### config.mk
export PLATFORM = sky130hd
export DESIGN_NAME = pe_feeder_flat
export DESIGN_NICKNAME = d
export VERILOG_FILES = /design/src/rtl/sys_pkg.sv /design/src/rtl/pe_feeder_if.sv /design/src/rtl/pe_feed_cnt.sv /design/src/rtl/pe_feeder.sv /design/src/flat_wrapper.sv
export SDC_FILE = /design/constraint.sdc
export NUM_CORES = 1
export LEC_CHECK = 0
export ABC_CLOCK_PERIOD_IN_PS = 3300
export CORE_MARGIN = 1
export CORE_UTILIZATION = 59
export CTS_BUF_LIST = sky130_fd_sc_hd__clkbuf_8
export DETAILED_ROUTE_END_ITERATION = 10
export PLACE_DENSITY = 0.88
export SLEW_MARGIN = 30
export SYNTH_ARGS = -nofsm -noshare
export SYNTH_HDL_FRONTEND = slang
export SYNTH_SLANG_ARGS = --single-unit
### constraint.sdc
create_clock -name clk -period 3.3 [get_ports clk]
set_input_delay 0.66 -clock clk [delete_from_list [all_inputs] [get_ports clk]]
set_output_delay 0.66 -clock clk [all_outputs]
set_load 0.01 [all_outputs]
### src/rtl/sys_pkg.sv
// Shared definitions for the PE operand feeder: default widths, job-counter width
// and the feeder state encoding.
package sys_pkg;

  localparam int DW_DEF = 16;
  localparam int LW_DEF = 8;
  localparam int CW_DEF = 16;
  // Wide enough for N*K pairs with the largest K (2**LW) and N (2**CW - 1).
  localparam int JW_DEF = CW_DEF + LW_DEF;

  typedef enum logic [2:0] {
    ST_IDLE   = 3'd0,
    ST_START  = 3'd1,
    ST_STREAM = 3'd2,
    ST_WAIT   = 3'd3,
    ST_DONE   = 3'd4
  } feeder_state_e;

endpackage

### src/rtl/pe_feeder_if.sv
// Operand link between the feeder (master) and a PE's afifo/bfifo and control inputs.
interface pe_feeder_if #(
    parameter int DW = 16,
    parameter int LW = 8
) ();

    logic [DW-1:0] a_in;
    logic [DW-1:0] b_in;
    logic          awe;
    logic          bwe;
    logic          ais;
    logic          bis;
    logic          start;
    logic [LW-1:0] max_cntr;
    logic          aff;
    logic          bff;
    logic          se;

    modport master (
        output a_in, b_in, awe, bwe, ais, bis, start, max_cntr,
        input  aff, bff, se
    );

    modport slave (
        input  a_in, b_in, awe, bwe, ais, bis, start, max_cntr,
        output aff, bff, se
    );

endinterface

### src/rtl/pe_feed_cnt.sv
// Loadable down-counter with zero flag; a load wins over a decrement.
module pe_feed_cnt #(
    parameter int W = 24
) (
    input  logic         clk,
    input  logic         rst_n,
    input  logic         load,
    input  logic [W-1:0] load_val,
    input  logic         dec,
    output logic [W-1:0] count,
    output logic         zero
);

    // NOTE: sequential state is assigned with <= so every flop samples pre-edge values.
    always_ff @(posedge clk or negedge rst_n) begin
        if (!rst_n) begin
            count <= '0;
        end else if (load) begin
            count <= load_val;
        end else if (dec && (count != '0)) begin
            count <= count - W'(1);
        end
    end

    assign zero = (count == '0);

endmodule

### src/rtl/pe_feeder.sv
// Transmit side of the PE operand interface: accepts one job, streams N*K paired
// A/B words into the PE FIFOs, then waits for N sum-end pulses before signalling done.
module pe_feeder
    import sys_pkg::*;
#(
    parameter int DW = DW_DEF,
    parameter int LW = LW_DEF,
    parameter int CW = CW_DEF
) (
    input  logic          clk,
    input  logic          rst_n,
    input  logic          cmd_valid,
    output logic          cmd_ready,
    input  logic [LW-1:0] cmd_len,
    input  logic [CW-1:0] cmd_cnt,
    input  logic          a_src_valid,
    input  logic [DW-1:0] a_src_data,
    output logic          a_src_ready,
    input  logic          b_src_valid,
    input  logic [DW-1:0] b_src_data,
    output logic          b_src_ready,
    input  logic          halt,
    output logic          busy,
    output logic          done,
    pe_feeder_if.master   pe
);

    localparam int JW = CW + LW;

    feeder_state_e state_q, state_d;
    logic [LW-1:0] len_q;
    logic [CW-1:0] cnt_q;
    logic [CW-1:0] se_cnt_q, se_cnt_d;
    logic          halt_q;
    logic          ready_q;
    logic          accept;
    logic          push;
    logic          se_live;
    logic [JW-1:0] job_pairs;
    logic [JW-1:0] pairs_left;
    logic          pairs_zero;

    assign cmd_ready = ready_q && (state_q == ST_IDLE);
    assign accept    = cmd_valid && cmd_ready;
    assign job_pairs = JW'(cmd_cnt) * (JW'(cmd_len) + JW'(1));

    // Both FIFOs are written together or not at all, so A/B pairing can never slip.
    assign push = (state_q == ST_STREAM) && a_src_valid && b_src_valid &&
                  !pe.aff && !pe.bff && !halt_q && !pairs_zero;

    assign se_live  = pe.se && (state_q inside {ST_START, ST_STREAM, ST_WAIT});
    assign se_cnt_d = (se_live && (se_cnt_q != cnt_q)) ? se_cnt_q + CW'(1) : se_cnt_q;

    pe_feed_cnt #(.W(JW)) u_pairs (
        .clk      (clk),
        .rst_n    (rst_n),
        .load     (accept),
        .load_val (job_pairs),
        .dec      (push),
        .count    (pairs_left),
        .zero     (pairs_zero)
    );

    // NOTE: state_d gets a default before the case so no path leaves it unassigned (no latch).
    always_comb begin
        state_d = state_q;
        unique case (state_q)
            ST_IDLE:   if (accept) state_d = (cmd_cnt == '0) ? ST_DONE : ST_START;
            ST_START:  state_d = ST_STREAM;
            ST_STREAM: if (push && (pairs_left == JW'(1))) state_d = ST_WAIT;
            // Looks at the post-increment count so done follows the last se by one cycle.
            ST_WAIT:   if (se_cnt_d == cnt_q) state_d = ST_DONE;
            ST_DONE:   state_d = ST_IDLE;
            default:   state_d = ST_IDLE;
        endcase
    end

    always_ff @(posedge clk or negedge rst_n) begin
        if (!rst_n) begin
            state_q  <= ST_IDLE;
            len_q    <= '0;
            cnt_q    <= '0;
            se_cnt_q <= '0;
            halt_q   <= 1'b0;
            ready_q  <= 1'b0;
        end else begin
            state_q <= state_d;
            halt_q  <= halt;
            ready_q <= 1'b1;
            if (accept) begin
                len_q    <= cmd_len;
                cnt_q    <= cmd_cnt;
                se_cnt_q <= '0;
            end else begin
                se_cnt_q <= se_cnt_d;
            end
        end
    end

    assign a_src_ready  = push;
    assign b_src_ready  = push;
    assign pe.awe       = push;
    assign pe.bwe       = push;
    assign pe.a_in      = push ? a_src_data : '0;
    assign pe.b_in      = push ? b_src_data : '0;
    assign pe.ais       = halt_q && (state_q != ST_IDLE);
    assign pe.bis       = halt_q && (state_q != ST_IDLE);
    assign pe.start     = (state_q == ST_START);
    assign pe.max_cntr  = len_q;
    assign busy         = (state_q != ST_IDLE);
    assign done         = (state_q == ST_DONE);

endmodule

### src/flat_wrapper.sv
// flat-port wrapper written by rule: the top's interface ports become plain ports
module pe_feeder_flat import sys_pkg::*;
#(
    parameter int DW = DW_DEF,
    parameter int LW = LW_DEF,
    parameter int CW = CW_DEF
)
  (clk, rst_n, cmd_valid, cmd_ready, cmd_len, cmd_cnt, a_src_valid, a_src_data, a_src_ready, b_src_valid, b_src_data, b_src_ready, halt, busy, done, pe_a_in, pe_b_in, pe_awe, pe_bwe, pe_ais, pe_bis, pe_start, pe_max_cntr, pe_aff, pe_bff, pe_se);
  pe_feeder_if #(.DW(DW), .LW(LW)) pe_i ();
  input  logic clk;
  input  logic rst_n;
  input  logic cmd_valid;
  output logic cmd_ready;
  input  logic [LW-1:0] cmd_len;
  input  logic [CW-1:0] cmd_cnt;
  input  logic a_src_valid;
  input  logic [DW-1:0] a_src_data;
  output logic a_src_ready;
  input  logic b_src_valid;
  input  logic [DW-1:0] b_src_data;
  output logic b_src_ready;
  input  logic halt;
  output logic busy;
  output logic done;
  output wire logic [$bits(pe_i.a_in)-1:0] pe_a_in;
  output wire logic [$bits(pe_i.b_in)-1:0] pe_b_in;
  output wire logic [$bits(pe_i.awe)-1:0] pe_awe;
  output wire logic [$bits(pe_i.bwe)-1:0] pe_bwe;
  output wire logic [$bits(pe_i.ais)-1:0] pe_ais;
  output wire logic [$bits(pe_i.bis)-1:0] pe_bis;
  output wire logic [$bits(pe_i.start)-1:0] pe_start;
  output wire logic [$bits(pe_i.max_cntr)-1:0] pe_max_cntr;
  input wire logic [$bits(pe_i.aff)-1:0] pe_aff;
  input wire logic [$bits(pe_i.bff)-1:0] pe_bff;
  input wire logic [$bits(pe_i.se)-1:0] pe_se;
  assign pe_a_in = pe_i.a_in;
  assign pe_b_in = pe_i.b_in;
  assign pe_awe = pe_i.awe;
  assign pe_bwe = pe_i.bwe;
  assign pe_ais = pe_i.ais;
  assign pe_bis = pe_i.bis;
  assign pe_start = pe_i.start;
  assign pe_max_cntr = pe_i.max_cntr;
  assign pe_i.aff = pe_aff;
  assign pe_i.bff = pe_bff;
  assign pe_i.se = pe_se;
  pe_feeder #(.DW(DW), .LW(LW), .CW(CW)) u_core (.clk(clk), .rst_n(rst_n), .cmd_valid(cmd_valid), .cmd_ready(cmd_ready), .cmd_len(cmd_len), .cmd_cnt(cmd_cnt), .a_src_valid(a_src_valid), .a_src_data(a_src_data), .a_src_ready(a_src_ready), .b_src_valid(b_src_valid), .b_src_data(b_src_data), .b_src_ready(b_src_ready), .halt(halt), .busy(busy), .done(done), .pe(pe_i));
endmodule
==> results of run 1 <==
layout make-up:
class	count	share of cell area
Sequential cell	69	0.143
Multi-Input combinational cell	769	0.577
Timing Repair Buffer	286	0.199
Inverter	133	0.0421
Antenna cell	3	0.000621
Clock inverter	7	0.00870
Tap cell	184	0.0190
Clock buffer	9	0.0102
sequential cells by signal, indices dropped and copies added (netlist names):
| signal | count |
|---|---|
| u_core.ready_q | 1 |
| u_core.halt_q | 1 |
| u_core.se_cnt_q | 16 |
| u_core.cnt_q | 16 |
| u_core.pe.max_cntr | 8 |
| u_core.state_q | 3 |
| u_core.u_pairs.count | 24 |
synth_stat cells, drive strengths merged, types with 2 or more instances:
library cell,number,area [µm²]
o21bai,2,15.0
nor4,13,109
a21oi,18,90.1
and4,3,28.8
a311oi,2,17.5
nor2,51,194
a211o,3,26.3
a211oi,2,15.0
or3,6,38.8
dfrtp,69,1730
o31ai,3,22.5
nand3,12,65.1
clkbuf,40,150
nand2,152,571
nor3b,3,22.5
a21boi,3,22.5
nor2b,47,294
nand4,12,75.1
a221oi,2,17.5
inv,133,499
a31oi,9,56.3
xnor2,46,403
o21ai,31,155
buf,14,131
and2,75,469
xor2,37,324
ha,48,601
o21a,8,60.1
nor3,16,80.1
or2,2,12.5
mux2i,3,30.0
nand2b,27,169
and3,6,42.5
a21o,9,75.1
nand3b,3,22.5
fa,98,1960
layer usage:
layer,global-route usage,vias up,routed length (µm)
met5,0,-,13
met4,0.261,2,2700
met3,0.0870,272,3820
met2,0.690,757,15600
met1,0.448,4305,10800
li1,-,3709,-
kinds of logic after synthesis:
kind of cell	synth area share
buffers and inverters	0.0892
other	0.000428
AND/OR/NAND/NOR	0.256
AO/OA/AOI/OAI	0.0769
multiplexers	0.00472
XOR/XNOR	0.0830
flip-flops	0.197
adder cells (fa/ha/maj)	0.293
metrics by stage:
stage	power [mW]	cells	hold slack [ns]
2_1_floorplan	4.77	1025	0.364
3_3_place_gp	6.35	1389	0.456
3_5_place_dp	6.57	1389	0.462
4_1_cts	8.29	1446	0.259
5_1_grt	10.2	1460	0.272
6_report	9.71	1460	0.240
worst paths after layout:
check | to | start | slack (ns) | depth (start not counted)
setup reg to reg | u_core.u_pairs.count[14]$_DFFE_PN0P_ | u_core.u_pairs.count[10]$_DFFE_PN0P_ | -0.26 | 25
min in group clk | u_core.pe.max_cntr[6]$_DFFE_PN0P_ | u_core.pe.max_cntr[6]$_DFFE_PN0P_ | 0.50 | 2
setup / recovery | u_core.u_pairs.count[21]$_DFFE_PN0P_ | cmd_len[3] | -2.22 | 25
max in group asynchronous | u_core.u_pairs.count[11]$_DFFE_PN0P_ | rst_n | 2.51 | 2
hold / removal | u_core.se_cnt_q[9]$_DFF_PN0_ | rst_n | 0.24 | 2
hold reg to reg | u_core.pe.max_cntr[6]$_DFFE_PN0P_ | u_core.pe.max_cntr[6]$_DFFE_PN0P_ | 0.50 | 2
power groups by stage:
stage | Combinational (mW) | Clock (mW) | Sequential [mW]
2_1_floorplan | 3.41 | 0 | 1.35
3_3_place_gp | 4.95 | 0 | 1.40
3_5_place_dp | 5.15 | 0 | 1.41
4_1_cts | 6.07 | 0.821 | 1.41
5_1_grt | 7.86 | 0.867 | 1.48
6_report | 7.40 | 0.842 | 1.47
what timing repair did:
action,4_1_cts,5_1_grt
pin swaps,77,37
resized for setup,156,125
setup buffers,41,12
setup endpoints to repair,57,56
==> results.txt, run 1 <==
* Cell area after synthesis: 8760 µm²
- Standard cell core area: 14,500 µm²
* Final count of hold timing violations: 0
- Of the total power, registers draw 0.151.
- The count of nets left with antenna violations once routing finished came out at 0.
- After the first detailed-routing iteration, the DRC count stood at 1,147.
* Worst slew margin relative to its limit: 0.346
- At the end of the flow the core is filled with cells to 0.832.
* CTS Hold Bufs: 0
- Required arrival time at the worst endpoint: 3.53 ns
* Layout overhead on the synthesized area: 38.0%
- The share of total power dissipated in the clock network is 0.087.
- Logic pwr share: 0.762
- Setup repair after global routing could not meet its margin everywhere.
- Detailed Routing Iterations Pass 1: 7
- Cell area power density: 803 nW/µm²
* Cell leakage power: 5.84 nW
* Final setup violation count: 53
- The worst setup path is of the in2reg kind.
* FP Rows: 44
- For this configuration, the core starts out at a cell density of 0.602.
- CTS max path bufs: 2
- Fraction of synthesis flops using an asynchronous set or reset pin: 1.00
* Violations in the final reports: negative setup slack
- Top FF cell, synth: sky130_fd_sc_hd__dfrtp_1
- Worst path top cell family by delay: adder cells
- Biggest cell delay along the critical path: 0.70 ns
- Via density per instance: 6.20
- Die Width: 124 µm
- Routed vias: 9,045
- Pin slew with the least headroom to its limit: 0.978 ns
- The first global-routing pass estimated 45,700 µm of wire.
* Critical-path maximum fanout: 4
* Number of placed I/O pins: 115
* Outcome: complete, but fails checks
- Routability-driven placement finished with a final weighted congestion of 0.984.
- The synthesized design contains 0 enable-type register cells.
- Clock tree synthesis inserted a total of 9 buffers.
- For this run, the number of Yosys warnings is 0.
* Final clock period utilization by the worst path: 1.67
* Clock skew: 0.0183 ns
- Sum of net half-perimeters after detailed placement: 19,300 µm
- On the critical path, the stage with the largest delay is an instance of sky130_fd_sc_hd__fa_1.
* Most used cell along the critical path: sky130_fd_sc_hd__fa_1
* Highest achievable clock rate: 0.181 GHz
- The smallest clock period supported by the final layout is computed as 5.52 ns.
* Share of synthesized area occupied by flip-flops and latches: 0.197
* CTS H-tree depth: 3
* Crit path launch type: input pin
- Of the total power, the share spent switching nets is 0.467.
- The internal power of the cells totals 5.18 mW.
- The tool flagged a number of max-cap violations equal to 0.
* Die Span Y: 124 µm
- The number of global-route vias before repair came to 9,343.
- Synthesized netlist net count: 1,236
- Summing all non-filler instances in the final layout gives an area of 12,100 µm².
- Fraction of final layout cells with drive strength greater than 1: 0.287
* Post-synth cell types: 64
* Overflow left after global routing: 0
- In the routed design, unresolved DRC markers number 0.
* Peak supply drop: 0.000594 V
- Post-placement worst setup slack: -2.80 ns
- All-layer global routing usage: 0.401
- Register area: 1730 µm²
- The path class of the tightest hold or removal check is in2async.
- Leaving out fill and tap cells, the most frequent cell in the layout is sky130_fd_sc_hd__buf_4.
- For this run, the post-layout net count is 1,479.
- Number of buffers and inverters on the critical path: 7
- Post-Route WL: 32,900 µm
- Master cell of the clock root buffer: sky130_fd_sc_hd__clkbuf_8
- Placed instance area: 11,000 µm²
- After detailed routing, the average wire length per cell comes to 22.5 µm.
* CTS tree: yes
- Worst Slack Setup Final: -2.22 ns
* Most used cells in the layout excluding fill and tap cells: 153 x sky130_fd_sc_hd__buf_4, 143 x sky130_fd_sc_hd__nand2_1, 113 x sky130_fd_sc_hd__inv_1
- Number of antenna violations at the first check in global routing: 4
* Number of clock sinks: 69
- The layout has 733 filler cells.
- Synthesized instance count: 1,025
- The worst setup path is captured at a register.
* Avg Synthesized Cell Area: 8.54 µm²
- Adding up every negative setup slack in the final design gives -36.99 ns.
- Largest net degree at the start of global routing: 46
* Arrival time at the worst endpoint: 5.75 ns
- Clock-pin slew on the worst setup and hold paths: 0.10 ns
- Summing all multi-input logic gate instances after layout gives 6980 µm².
* Switching Power: 4.53 mW
- Port buffering added 114 buffers.
- Yosys reg bits: 69
- Clock latency on the worst-skew pair, taken at its later pin, is 0.40 ns.
- Die area: 15,300 µm²
- The number of max-slew violations in the final report came to 0.
Power figures use the tool's default switching activity.
==> run 2, diff against run 1 <==
--- a/config.mk
+++ b/config.mk
@@ -9,8 +9,9 @@
 export CORE_MARGIN = 1
 export CORE_UTILIZATION = 59
 export CTS_BUF_LIST = sky130_fd_sc_hd__clkbuf_8
+export CTS_CLUSTER_DIAMETER = 200
 export DETAILED_ROUTE_END_ITERATION = 10
-export PLACE_DENSITY = 0.88
+export PLACE_DENSITY = 0.86
 export SLEW_MARGIN = 30
 export SYNTH_ARGS = -nofsm -noshare
 export SYNTH_HDL_FRONTEND = slang
==> results.txt, run 2 (same netlist as run 1, synthesis figures left out) <==
- In this run the standard cell core region covers 14,500 µm².
- Final count of hold timing violations: 0
- The initial antenna violation count is 0.
- Highest achievable clock rate: 0.182 GHz
- Buffers inserted to repair hold after CTS numbered 0.
* Diode count: 0
- CTS tree: yes
- Setup repair after global routing could not meet its margin everywhere.
- The first detailed-routing pass ran for 6 iterations.
- Layout overhead on the synthesized area: 38.3%
- The critical path is of the in2reg type.
- Peak supply drop: 0.000557 V
- Measured against its own limit, the worst slew margin works out to 0.392.
- Register-to-register setup slack: -0.60 ns
- In this run, the number of DRC markers left after iteration 0 of detailed routing was 1,014.
- Routed wirelength normalized by instance count: 22.4 µm
* DRC violation count after routing: 0
- The multi-input combinational cells in the finished layout cover a total of 6940 µm².
* Required arrival time at the worst endpoint: 3.57 ns
- The final reports fail on negative setup slack.
- Top flop regs: u_core.u_pairs.count: 24 flops, u_core.cnt_q: 16 flops, u_core.se_cnt_q: 16 flops
- In this run the horizontal extent of the chip is 124 µm.
- Total number of nets in the final design: 1,490
* Most common cell after layout, fill and taps aside: sky130_fd_sc_hd__buf_4
- In the finished design, the share of the clock period the worst path needs comes to 1.66.
* Most flops, register: u_core.u_pairs.count
- RR Startpoint: u_core.u_pairs.count[10]$_DFFE_PN0P_
* Arrival time at the worst endpoint: 5.75 ns
* Fraction of final layout cells with drive strength greater than 1: 0.280
- Once detail routing completed, the nets flagged for antenna violations numbered 0.
- Clock tree synthesis inserted a total of 9 buffers.
- The clock tree synthesis step divided the H-tree into 3 levels.
* Master cell of the clock root buffer: sky130_fd_sc_hd__clkbuf_8
- The longest clock path from root to sink contains 2 buffers.
* Cell leakage power: 5.90 nW
- Entering global routing, the biggest net connects 70 pins.
- Sum of net half-perimeters after detailed placement: 18,900 µm
- The number of global-route vias before repair came to 8,998.
* Number of placed I/O pins: 115
- Critical-path maximum fanout: 4
- Clock-pin slew was measured on the worst setup and hold paths at 0.08 ns.
- FP Rows: 44
- The register with the most flip-flops in the layout has 24 of them.
- The initial utilization of the core area, before any placement, comes to 0.602.
- Die Span Y: 124 µm
* Final design utilization: 0.833
- Power spread over the standard cell area amounts to 783 nW/µm².
- Number of clock sinks: 69
* MaxCap Viol Count: 0
- CP max stage cell: sky130_fd_sc_hd__fa_1
- After layout, the worst setup slack is -2.19 ns.
- Register area: 1730 µm²
- Via density per instance: 6.15
- STA classifies the critical path endpoint as a register.
* Count of fill cells added during filler insertion: 741
- Final setup violation count: 52
* Crit path launch type: input pin
- Overflow left after global routing: 0
* Outcome: complete, but fails checks
- Routed vias: 9,024
- Final Critical Period: 5.49 ns
- I/O Buffers: 114
- Most used cells in the layout excluding fill and tap cells: 156 x sky130_fd_sc_hd__buf_4, 145 x sky130_fd_sc_hd__nand2_1, 118 x sky130_fd_sc_hd__inv_1
- For the final database, setup skew stands at 0.00736 ns.
- Biggest cell delay along the critical path: 0.58 ns
- Overall power of the completed layout: 9.48 mW
- Final Wtd Congestion: 0.965
* Worst min-delay path category: in2async
* Post-Route WL: 32,800 µm
- The floorplan step defined a die boundary enclosing 15,300 µm².
- All-layer global routing usage: 0.389
- Source-to-sink clock delay at the later pin of the worst-skew pair: 0.38 ns
- The number of max-slew violations in the final report is 0.
- For the pin with the worst max-slew slack, the measured transition is 0.909 ns.
- Global-route wire length before repair: 45,000 µm
- For the final routed database, the setup TNS stands at -37.37 ns.
* First element of the critical path: cmd_len[0]
## run 2: cell types whose count changed in the layout (fill, tap and decap cells not counted), moves of 4 or more
| cell | previous run | this run |
|---|---|---|
| sky130_fd_sc_hd__buf_6 | 14 | 24 |
| sky130_fd_sc_hd__inv_2 | 18 | 14 |
| sky130_fd_sc_hd__inv_1 | 113 | 118 |
| sky130_fd_sc_hd__clkbuf_2 | 32 | 37 |
| sky130_fd_sc_hd__clkdlybuf4s15_1 | 5 | 0 |
## run 2: metrics by stage
stage          cells  hold slack (ns)  instance area, µm²  setup slack (ns)
6_report        1468            0.365               12100             -2.19
5_1_grt         1468            0.443               12100             -2.34
4_1_cts         1452            0.481               11800             -1.81
3_5_place_dp    1397            0.462               11100             -2.68
3_3_place_gp    1397            0.456               11100             -2.52
2_1_floorplan   1025            0.364                9110             -1.75
## run 2: metal layers
layer	track usage	vias up	part of all wire
met2	0.668	740	0.47
li1	-	3728	-
met3	0.0792	288	0.11
met1	0.442	4268	0.33
met4	0.246	0	0.087
met5	0	-	0
## run 2: power by group
group | switching [mW] | internal (mW) | leakage (nW)
Clock | 0.367 | 0.444 | 0.112
Combinational | 3.70 | 3.51 | 4.92
Sequential | 0.341 | 1.11 | 0.867
Total | 4.41 | 5.07 | 5.90
## run 2: layout make-up
type,count,area share
multi-input combinational,769,0.573
timing repair buffer,297,0.205
sequential,69,0.143
inverter,133,0.0419
tap,184,0.0190
clock buffer,10,0.0114
clock inverter,6,0.00713
## run 2: path summary, 6_finish.rpt
check                           cells after the start                                   end
worst max-delay path                               26  u_core.u_pairs.count[13]$_DFFE_PN0P_
worst min-delay path                                2          u_core.se_cnt_q[7]$_DFF_PN0_
worst max register to register                     27  u_core.u_pairs.count[13]$_DFFE_PN0P_
worst min register to register                      2     u_core.pe.max_cntr[0]$_DFFE_PN0P_
max in group asynchronous                           2  u_core.u_pairs.count[12]$_DFFE_PN0P_
min in group clk                                    2     u_core.pe.max_cntr[0]$_DFFE_PN0P_
## run 2: timing repair
item,in CTS,in global routing
endpoints found under the setup margin,56,52
hold endpoints to repair,0,0
resized for setup,137,128
pin swaps,67,53
setup buffers,40,17
## run 2: worst max-delay path, delay by kind of cell
kind                     cells  cell delay, ns
buffers and inverters        7            0.59
AO/OA/AOI/OAI                5            1.01
adder cells (fa/ha/maj)      5            2.03
AND/OR/NAND/NOR              7            1.04
XOR/XNOR                     2            0.42
